File: config.mk
export PLATFORM = sky130hd
export DESIGN_NAME = fsm_16bit_exec
export DESIGN_NICKNAME = d
export VERILOG_FILES = /design/src/rtl/fsm16_pkg.sv /design/src/rtl/fsm16_muldiv.sv /design/src/rtl/fsm_16bit_exec.sv
export SDC_FILE = /design/constraint.sdc
export NUM_CORES = 1
export LEC_CHECK = 0
export BUFFER_PORTS_ARGS = -buffer_cell sky130_fd_sc_hd__buf_4
export CORE_ASPECT_RATIO = 1.5
export CORE_UTILIZATION = 66
export CTS_BUF_LIST = sky130_fd_sc_hd__clkbuf_4 sky130_fd_sc_hd__clkbuf_8
export CTS_CLUSTER_DIAMETER = 120
export DETAILED_ROUTE_END_ITERATION = 16
export GPL_TIMING_DRIVEN = 0
export PLACE_DENSITY = 0.88
export SLEW_MARGIN = 20
export SYNTH_ARGS = -nofsm -noshare
export SYNTH_HDL_FRONTEND = slang
export SYNTH_SLANG_ARGS = --single-unit
File: constraint.sdc
create_clock -name clk -period 8.1 [get_ports clk]
set_clock_uncertainty 0.05 [all_clocks]
set_input_delay 0.81 -clock clk [delete_from_list [all_inputs] [get_ports clk]]
set_output_delay 0.81 -clock clk [all_outputs]
set_load 0.05 [all_outputs]
File: src/rtl/fsm16_pkg.sv
// Shared definitions for the 16-bit execution core:
// opcodes, ALU state encoding and PC/SP reset constants.
package fsm16_pkg;

    localparam logic [5:0] OP_ADD = 6'h01;
    localparam logic [5:0] OP_SUB = 6'h02;
    localparam logic [5:0] OP_MUL = 6'h03;
    localparam logic [5:0] OP_DIV = 6'h04;
    localparam logic [5:0] OP_MOD = 6'h05;
    localparam logic [5:0] OP_AND = 6'h06;
    localparam logic [5:0] OP_OR  = 6'h07;
    localparam logic [5:0] OP_XOR = 6'h08;
    localparam logic [5:0] OP_NOT = 6'h09;
    localparam logic [5:0] OP_LSL = 6'h0A;
    localparam logic [5:0] OP_LSR = 6'h0B;
    localparam logic [5:0] OP_ROL = 6'h0C;
    localparam logic [5:0] OP_ROR = 6'h0D;
    localparam logic [5:0] OP_CMP = 6'h0E;
    localparam logic [5:0] OP_TST = 6'h0F;
    localparam logic [5:0] OP_INC = 6'h10;
    localparam logic [5:0] OP_DEC = 6'h11;
    localparam logic [5:0] OP_MOV = 6'h12;

    localparam logic [15:0] SP_TOP   = 16'h01FF;
    localparam logic [15:0] PC_RESET = 16'h0000;

    typedef enum logic [1:0] {
        IDLE,
        EXEC,
        ITER,
        DONE
    } alu_state_e;

    // Opcodes served by the iterative multiplier/divider.
    function automatic logic is_iter_op(input logic [5:0] op);
        return (op == OP_MUL) || (op == OP_DIV) || (op == OP_MOD);
    endfunction

endpackage

File: src/rtl/fsm16_muldiv.sv
// 16-step shift-add multiplier / restoring divider.
// MUL: {hi,lo} = b*a.  DIV: lo = b/a, hi = b%a.
module fsm16_muldiv (
    input  logic        clk,
    input  logic        rst_n,
    input  logic        load,
    input  logic        is_mul,
    input  logic [15:0] a,
    input  logic [15:0] b,
    output logic        done,
    output logic [15:0] hi,
    output logic [15:0] lo
);

    logic [15:0] hi_q, hi_d;
    logic [15:0] lo_q, lo_d;
    logic [15:0] dv_q, dv_d;
    logic [4:0]  cnt_q, cnt_d;
    logic        mul_q, mul_d;
    logic [16:0] sum;
    logic [16:0] rsh;
    logic [16:0] diff;

    // One multiply or divide step per cycle while the counter runs.
    always_comb begin
        hi_d  = hi_q;
        lo_d  = lo_q;
        dv_d  = dv_q;
        cnt_d = cnt_q;
        mul_d = mul_q;
        sum   = {1'b0, hi_q} + {1'b0, dv_q};
        rsh   = {hi_q, lo_q[15]};
        diff  = rsh - {1'b0, dv_q};
        if (load) begin
            hi_d  = 16'h0000;
            lo_d  = b;
            dv_d  = a;
            cnt_d = 5'd16;
            mul_d = is_mul;
        end else if (cnt_q != 5'd0) begin
            cnt_d = cnt_q - 5'd1;
            if (mul_q) begin
                if (lo_q[0]) begin
                    {hi_d, lo_d} = {sum, lo_q[15:1]};
                end else begin
                    {hi_d, lo_d} = {1'b0, hi_q, lo_q[15:1]};
                end
            end else if (!diff[16]) begin
                hi_d = diff[15:0];
                lo_d = {lo_q[14:0], 1'b1};
            end else begin
                hi_d = rsh[15:0];
                lo_d = {lo_q[14:0], 1'b0};
            end
        end
    end

    // Step registers.
    always_ff @(posedge clk or negedge rst_n) begin
        if (!rst_n) begin
            hi_q  <= 16'h0000;
            lo_q  <= 16'h0000;
            dv_q  <= 16'h0000;
            cnt_q <= 5'd0;
            mul_q <= 1'b0;
        end else begin
            hi_q  <= hi_d;
            lo_q  <= lo_d;
            dv_q  <= dv_d;
            cnt_q <= cnt_d;
            mul_q <= mul_d;
        end
    end

    assign done = (cnt_q == 5'd0);
    assign hi   = hi_q;
    assign lo   = lo_q;

endmodule

File: src/rtl/fsm_16bit_exec.sv
// Execution core: multi-cycle ALU FSM, program counter
// and downward-growing stack pointer.
module fsm_16bit_exec #(
    parameter logic [15:0] SP_TOP   = fsm16_pkg::SP_TOP,
    parameter logic [15:0] PC_RESET = fsm16_pkg::PC_RESET
) (
    input  logic        clk,
    input  logic        rst,
    input  logic        start,
    input  logic        mov_enable,
    input  logic [5:0]  op_code,
    input  logic [15:0] a,
    input  logic [15:0] b,
    input  logic        bin,
    input  logic        cin,
    output logic [15:0] result,
    output logic [15:0] remainder,
    output logic        bout,
    output logic        cout,
    output logic        busy,
    output logic        overflow_flag,
    output logic        carry_flag,
    output logic        negative_flag,
    output logic        zero_flag,
    input  logic        save_address_from_instr_mem,
    input  logic        save_address_from_data_mem,
    input  logic        save_address_from_counter,
    input  logic        increm_pc,
    input  logic [15:0] address_from_instr_mem,
    input  logic [15:0] address_from_data_mem,
    input  logic [15:0] address_from_counter_pc,
    output logic [15:0] pc_out,
    input  logic        push,
    input  logic        pop,
    output logic [15:0] sp_out
);

    import fsm16_pkg::*;

    alu_state_e  state_q, state_d;
    logic [5:0]  op_q, op_d;
    logic [15:0] a_q, a_d, b_q, b_d;
    logic        cin_q, cin_d, bin_q, bin_d;
    logic [15:0] result_q, result_d;
    logic [15:0] rem_q, rem_d;
    logic        bout_q, bout_d, cout_q, cout_d;
    logic        ovf_q, ovf_d, cy_q, cy_d;
    logic        neg_q, neg_d, zro_q, zro_d;
    logic [15:0] pc_q, pc_d;
    logic [15:0] sp_q, sp_d;

    logic        md_load, md_done;
    logic [15:0] md_hi, md_lo, md_val;

    logic [3:0]  sh;
    logic [16:0] add_r, sub_r, cmp_r, inc_r, dec_r;
    logic [31:0] lsl_w, lsr_w, rol_w, ror_w;
    logic [15:0] val;
    logic        val_c, val_v;
    logic        wr_res, wr_fl, wr_cout, wr_bout;

    assign md_load = (state_q == IDLE) && start && is_iter_op(op_code);

    fsm16_muldiv u_muldiv (
        .clk    (clk),
        .rst_n  (rst),
        .load   (md_load),
        .is_mul (op_code == OP_MUL),
        .a      (a),
        .b      (b),
        .done   (md_done),
        .hi     (md_hi),
        .lo     (md_lo)
    );

    // Single-cycle ALU datapath on the operands latched at start.
    always_comb begin
        sh      = a_q[3:0];
        add_r   = {1'b0, b_q} + {1'b0, a_q} + {16'h0000, cin_q};
        sub_r   = {1'b0, b_q} - {1'b0, a_q} - {16'h0000, bin_q};
        cmp_r   = {1'b0, b_q} - {1'b0, a_q};
        inc_r   = {1'b0, b_q} + 17'd1;
        dec_r   = {1'b0, b_q} - 17'd1;
        lsl_w   = {16'h0000, b_q} << sh;
        lsr_w   = {b_q, 16'h0000} >> sh;
        rol_w   = {b_q, b_q} << sh;
        ror_w   = {b_q, b_q} >> sh;
        val     = result_q;
        val_c   = 1'b0;
        val_v   = 1'b0;
        wr_res  = 1'b1;
        wr_fl   = 1'b1;
        wr_cout = 1'b0;
        wr_bout = 1'b0;
        case (op_q)
            OP_ADD: begin
                val     = add_r[15:0];
                val_c   = add_r[16];
                val_v   = (b_q[15] == a_q[15]) && (add_r[15] != b_q[15]);
                wr_cout = 1'b1;
            end
            OP_SUB: begin
                val     = sub_r[15:0];
                val_c   = sub_r[16];
                val_v   = (b_q[15] != a_q[15]) && (sub_r[15] != b_q[15]);
                wr_bout = 1'b1;
            end
            OP_AND: val = b_q & a_q;
            OP_OR:  val = b_q | a_q;
            OP_XOR: val = b_q ^ a_q;
            OP_NOT: val = ~b_q;
            OP_LSL: begin
                val   = lsl_w[15:0];
                val_c = lsl_w[16];
            end
            OP_LSR: begin
                val   = lsr_w[31:16];
                val_c = lsr_w[15];
            end
            OP_ROL: begin
                val   = rol_w[31:16];
                val_c = (sh != 4'd0) && rol_w[16];
            end
            OP_ROR: begin
                val   = ror_w[15:0];
                val_c = (sh != 4'd0) && ror_w[15];
            end
            OP_CMP: begin
                val     = cmp_r[15:0];
                val_c   = cmp_r[16];
                val_v   = (b_q[15] != a_q[15]) && (cmp_r[15] != b_q[15]);
                wr_res  = 1'b0;
                wr_bout = 1'b1;
            end
            OP_TST: begin
                val    = b_q & a_q;
                wr_res = 1'b0;
            end
            OP_INC: begin
                val     = inc_r[15:0];
                val_c   = inc_r[16];
                val_v   = (b_q == 16'h7FFF);
                wr_cout = 1'b1;
            end
            OP_DEC: begin
                val     = dec_r[15:0];
                val_c   = dec_r[16];
                val_v   = (b_q == 16'h8000);
                wr_bout = 1'b1;
            end
            default: begin
                wr_res = 1'b0;
                wr_fl  = 1'b0;
            end
        endcase
    end

    // ALU sequencing: next state, result and flag updates.
    always_comb begin
        state_d  = state_q;
        op_d     = op_q;
        a_d      = a_q;
        b_d      = b_q;
        cin_d    = cin_q;
        bin_d    = bin_q;
        result_d = result_q;
        rem_d    = rem_q;
        bout_d   = bout_q;
        cout_d   = cout_q;
        ovf_d    = ovf_q;
        cy_d     = cy_q;
        neg_d    = neg_q;
        zro_d    = zro_q;
        md_val   = md_lo;
        case (state_q)
            IDLE: begin
                if (start) begin
                    op_d    = op_code;
                    a_d     = a;
                    b_d     = b;
                    cin_d   = cin;
                    bin_d   = bin;
                    state_d = is_iter_op(op_code) ? ITER : EXEC;
                end else if (mov_enable) begin
                    result_d = a;
                    zro_d    = (a == 16'h0000);
                    neg_d    = a[15];
                end
            end
            EXEC: begin
                state_d = DONE;
                if (wr_res) result_d = val;
                if (wr_fl) begin
                    zro_d = (val == 16'h0000);
                    neg_d = val[15];
                    cy_d  = val_c;
                    ovf_d = val_v;
                end
                if (wr_cout) cout_d = val_c;
                if (wr_bout) bout_d = val_c;
            end
            ITER: begin
                if (md_done) begin
                    state_d = DONE;
                    cy_d    = 1'b0;
                    if (op_q == OP_MUL) begin
                        ovf_d = (md_hi != 16'h0000);
                    end else begin
                        rem_d = md_hi;
                        if (op_q == OP_MOD && a_q != 16'h0000) md_val = md_hi;
                        ovf_d = (a_q == 16'h0000);
                    end
                    result_d = md_val;
                    zro_d    = (md_val == 16'h0000);
                    neg_d    = md_val[15];
                end
            end
            DONE:    state_d = IDLE;
            default: state_d = IDLE;
        endcase
    end

    // ALU state and result registers.
    always_ff @(posedge clk or negedge rst) begin
        if (!rst) begin
            state_q  <= IDLE;
            op_q     <= 6'h00;
            a_q      <= 16'h0000;
            b_q      <= 16'h0000;
            cin_q    <= 1'b0;
            bin_q    <= 1'b0;
            result_q <= 16'h0000;
            rem_q    <= 16'h0000;
            bout_q   <= 1'b0;
            cout_q   <= 1'b0;
            ovf_q    <= 1'b0;
            cy_q     <= 1'b0;
            neg_q    <= 1'b0;
            zro_q    <= 1'b0;
        end else begin
            state_q  <= state_d;
            op_q     <= op_d;
            a_q      <= a_d;
            b_q      <= b_d;
            cin_q    <= cin_d;
            bin_q    <= bin_d;
            result_q <= result_d;
            rem_q    <= rem_d;
            bout_q   <= bout_d;
            cout_q   <= cout_d;
            ovf_q    <= ovf_d;
            cy_q     <= cy_d;
            neg_q    <= neg_d;
            zro_q    <= zro_d;
        end
    end

    // PC source select, highest priority first.
    always_comb begin
        pc_d = pc_q;
        if (save_address_from_instr_mem)     pc_d = address_from_instr_mem;
        else if (save_address_from_data_mem) pc_d = address_from_data_mem;
        else if (save_address_from_counter)  pc_d = address_from_counter_pc;
        else if (increm_pc)                  pc_d = pc_q + 16'd1;
    end

    // Stack pointer: saturates at 0 on push and at SP_TOP on pop.
    always_comb begin
        sp_d = sp_q;
        if (push && !pop && sp_q != 16'h0000) sp_d = sp_q - 16'd1;
        else if (pop && !push && sp_q != SP_TOP) sp_d = sp_q + 16'd1;
    end

    // PC and SP registers.
    always_ff @(posedge clk or negedge rst) begin
        if (!rst) begin
            pc_q <= PC_RESET;
            sp_q <= SP_TOP;
        end else begin
            pc_q <= pc_d;
            sp_q <= sp_d;
        end
    end

    assign result        = result_q;
    assign remainder     = rem_q;
    assign bout          = bout_q;
    assign cout          = cout_q;
    assign busy          = (state_q != IDLE);
    assign overflow_flag = ovf_q;
    assign carry_flag    = cy_q;
    assign negative_flag = neg_q;
    assign zero_flag     = zro_q;
    assign pc_out        = pc_q;
    assign sp_out        = sp_q;

endmodule

==> results of run 1 <==
-- Yosys cell counts, types with 24 or more instances --
| cell | instances | area share |
|---|---|---|
| a211oi_1 | 30 | 0.013 |
| a21o_1 | 27 | 0.012 |
| a21oi_1 | 154 | 0.044 |
| a31oi_1 | 27 | 0.0097 |
| clkbuf_1 | 112 | 0.024 |
| dfrtp_1 | 157 | 0.23 |
| ha_1 | 107 | 0.077 |
| inv_1 | 94 | 0.020 |
| mux2_2 | 89 | 0.058 |
| mux2i_1 | 86 | 0.050 |
| nand2_1 | 200 | 0.043 |
| nand3_1 | 55 | 0.016 |
| nand4_1 | 27 | 0.0097 |
| nor2_1 | 182 | 0.039 |
| nor3_1 | 59 | 0.017 |
| nor4_1 | 42 | 0.015 |
| o211ai_1 | 24 | 0.010 |
| o21ai_0 | 166 | 0.048 |
| xnor2_1 | 58 | 0.029 |
| xor2_1 | 30 | 0.015 |
-- per-layer routing --
metal,track usage,GRT overflow
met2,0.968,226
met3,0.608,14
met4,0.772,140
met5,0.257,0
met1,0.755,3
-- kinds of logic after synthesis --
logic type | Yosys count | synth area share
AOI/OAI and AO/OA | 656 | 0.249
xor gates and xnor gates | 89 | 0.0453
adders and majority gates | 113 | 0.0840
buffers and inverters | 247 | 0.0564
DFF | 166 | 0.240
muxes | 190 | 0.128
and+or+nand+nor | 710 | 0.198
-- metrics by stage --
step | setup WS (ps) | std cells | instance area (um2) | hold WS, ps
2_1_floorplan | 3680 | 2171 | 17400 | 426
3_3_place_gp | 2460 | 2670 | 19000 | 419
3_5_place_dp | 2500 | 2671 | 19100 | 431
4_1_cts | 2470 | 2703 | 19500 | 294
==> reports/qor.csv, run 1 <==
metric;value;unit
grt_use_total;0.773;
root_buffer;clkbuf_8;
portBuffers;166;
gp_congestion;1.32;
async_flop_share;1.00;
grt_remaining_overflow;383;
lastStage;global routing;
clock_sinks;166;
postCtsSetupBuffers;0;
holdBufCountCts;0;
dieWidth;134;um
ys_warn_count;0;
grt_pass1_vias;23600;
fp.dieH;201;um
synth-seq-area-share;0.240;
rows;72;
syn_avg_cell_area;8.00;um2
hpwlAfterDp;62.2;mm
htree_levels;4;
grt_start_max_net_pins;98;
grt_pass1_wl;160;mm
syn_nets;2382;
cts_made_buffers;17;
clockBufferDepth;2;
syn_area;17400;um2
synthFlopType;dfrtp_1;
firstError;[ERROR GRT-0116] Global routing finished with congestion. Check the congestion regions in the DRC Viewer.;
ys_ff_latch;166;
yosys.cell_types.count;95;
initial_core_util;0.672;
post_cts_resize_count;0;
io_pins;169;
synth_cells;2171;
synth-edff-count;0;
status;stopped before the end;
==> run 2, diff against run 1 <==
- CORE_ASPECT_RATIO: 1.5 -> unset
- CORE_UTILIZATION: 66 -> 40
- CTS_BUF_LIST: sky130_fd_sc_hd__clkbuf_4 sky130_fd_sc_hd__clkbuf_8 -> unset
- CTS_CLUSTER_DIAMETER: 120 -> unset
- PLACE_DENSITY: 0.88 -> unset
- PLACE_DENSITY_LB_ADDON: unset -> 0.15
==> run 2 against run 1 <==
  * The flow now finishes without violations
  * Synthesized cell count stayed put
  * Synthesized area stayed put
==> reports/qor.csv, run 2 <==
metric;value;unit;change
status;finished clean;;
grt_pass1_vias;18100;;
syn_nets;2382;;unchanged
cts.clk_slew.worst_paths;70;ps;
grt_remaining_overflow;0;;
holdBufCountCts;0;;unchanged
syn_area;17400;um2;unchanged
drc_errors;0;;
diodes;0;;
yosys.cell_count.top_type;nand2_1;;
clockBufferDepth;2;;unchanged
synthFlopType;dfrtp_1;;
ys_warn_count;0;;unchanged
start_kind;flop;;
final_cell_mix;nand2_1 (200), nor2_1 (180), buf_4 (169);;
synth-seq-area-share;0.240;;unchanged
drt_iter0_drc;1734;;
insertion_delay;460;ps;
worstMarginPinSlew;1220;ps;
dieWidth;210;um;+56%
antenna_left;0;;
yosys-top-cells-count;nand2_1 (200), nor2_1 (182), o21ai_0 (166);;
fmax;169;MHz;
rsz0062_at_grt;no;;
area_growth;15.3;%;
crit_fanout;11;;
async_flop_share;1.00;;unchanged
hold_violations;0;;
synth-edff-count;0;;unchanged
worstPathArrival;6270;ps;
root_buffer;clkbuf_16;;
postCtsSetupBuffers;0;;unchanged
synth_cells;2171;;unchanged
cts_made_buffers;17;;unchanged
cp-end-kind;flop;;
hpwlAfterDp;65.3;mm;+5.1%
synth_top_area_frac;0.226;;unchanged
setup_violations;0;;
grt_pass1_wl;119;mm;
ys_ff_latch;166;;unchanged
initial_core_util;0.409;;-0.262
avgRoutedWirePerCell;27.6;um;
grt_use_total;0.365;;
worstPathRequired;8450;ps;
layout_commonest_cell;nand2_1;;
yosys-top-cells-area;dfrtp_1 (23%), ha_1 (7.7%), mux2_2 (5.8%);;
rows;75;;+4.2%
setup-tns-final;0;ps;
num_vias;18700;;
portBuffers;166;;unchanged
finalCritPeriodShare;0.731;;
viasPerCell;6.35;;
maxSlewViolCount;0;;
multiInputGateArea;12300;um2;
syn_avg_cell_area;8.00;um2;unchanged
fp.dieH;210;um;+4.8%
dr.pass1.iters;8;;
drive_above_1_share;0.159;;
n_fill_cell;4318;;
drt_wl_total;81.4;mm;
htree_levels;4;;unchanged
finalNetCount;2571;;
core-area;42400;um2;
synth_area_leader_cell;dfrtp_1;;
critical_path_class;flop to flop;;
grt_antenna_before_repair;1;;
grt_start_max_net_pins;87;;
relSlewSlack;0.182;;
cts_tree;yes;;
layout_min_cycle_time;5920;ps;
yosys.cell_types.count;95;;unchanged
post_cts_resize_count;0;;unchanged
register_area;4170;um2;
io_pins;169;;unchanged
hp-class;input port to asynchronous set/reset pin;;
drv_cap;0;;
gp_congestion;1.05;;-21%
clock_sinks;166;;unchanged
dieArea;44200;um2;
-- run 2: worst paths after layout --
check / from / endpoint / slack, ps / cells after the start
min in group clk: remainder[10] / remainder[10] / 450 / 2
worst min register to register: remainder[10] / remainder[10] / 450 / 2
worst max register to register: a_q[3] / result[13] / 2180 / 16
worst min-delay path: rst / pc_out[3] / 260 / 1
max in group asynchronous: rst / result[4] / 6880 / 2
worst max-delay path: a_q[3] / result[13] / 2180 / 16
-- run 2: area by class of cell --
type | instances | share of cell area
Sequential cell | 166 | 0.208
Multi-Input combinational cell | 1758 | 0.613
Buffer | 148 | 0.0303
Clock buffer | 17 | 0.0212
Inverter | 99 | 0.0186
Timing Repair Buffer | 170 | 0.0651
Clock inverter | 15 | 0.00769
Tap cell | 577 | 0.0361
-- run 2: cells by family (layout without fill, tap and decap cells) --
group / count (synthesis) / after routing / synth area share
compound gates: 656 / 656 / 0.249
buf+inv: 247 / 449 / 0.0564
fa+ha+maj: 113 / 113 / 0.0840
mux: 190 / 190 / 0.128
xor+xnor: 89 / 89 / 0.0453
flops: 166 / 166 / 0.240
simple gates: 710 / 710 / 0.198
-- run 2: stage by stage --
stage	hold slack [ps]	util	instance area [um2]	instances	worst slack, ps
after floorplan	426	-	17400	2171	3680
after global placement	423	0.456	19300	2914	2190
after detailed placement	427	0.458	19400	2918	2390
after CTS	299	0.472	20000	2950	2360
after global routing	315	0.472	20000	2950	1990
final	258	0.472	20000	2950	2180
-- run 2: critical path: stages, from the launching register on --
cell and delay (ps):
dfrtp_1 570, inv_1 210, clkbuf_1 470, clkbuf_1 720, ha_1 400, clkbuf_1 270, or2_2 370, a211o_1 310
a31oi_1 330, xnor2_1 290, and3b_1 300, and4b_1 330, a21oi_1 100, o31ai_1 550, a22oi_1 180, a211oi_1 270
a21o_1 110
-- run 2: metal layers --
layer | up-vias | GRT usage | share of wire
li1 | 8463 | - | -
met1 | 9187 | 0.451 | 0.40
met2 | 863 | 0.614 | 0.48
met3 | 208 | 0.0493 | 0.068
met4 | 0 | 0.201 | 0.057
met5 | - | 0 | 0
Power of run 2 is left out: the tool's default activity adds up to more than one toggle a clock period on the data nets, which glitch-free logic cannot reach.
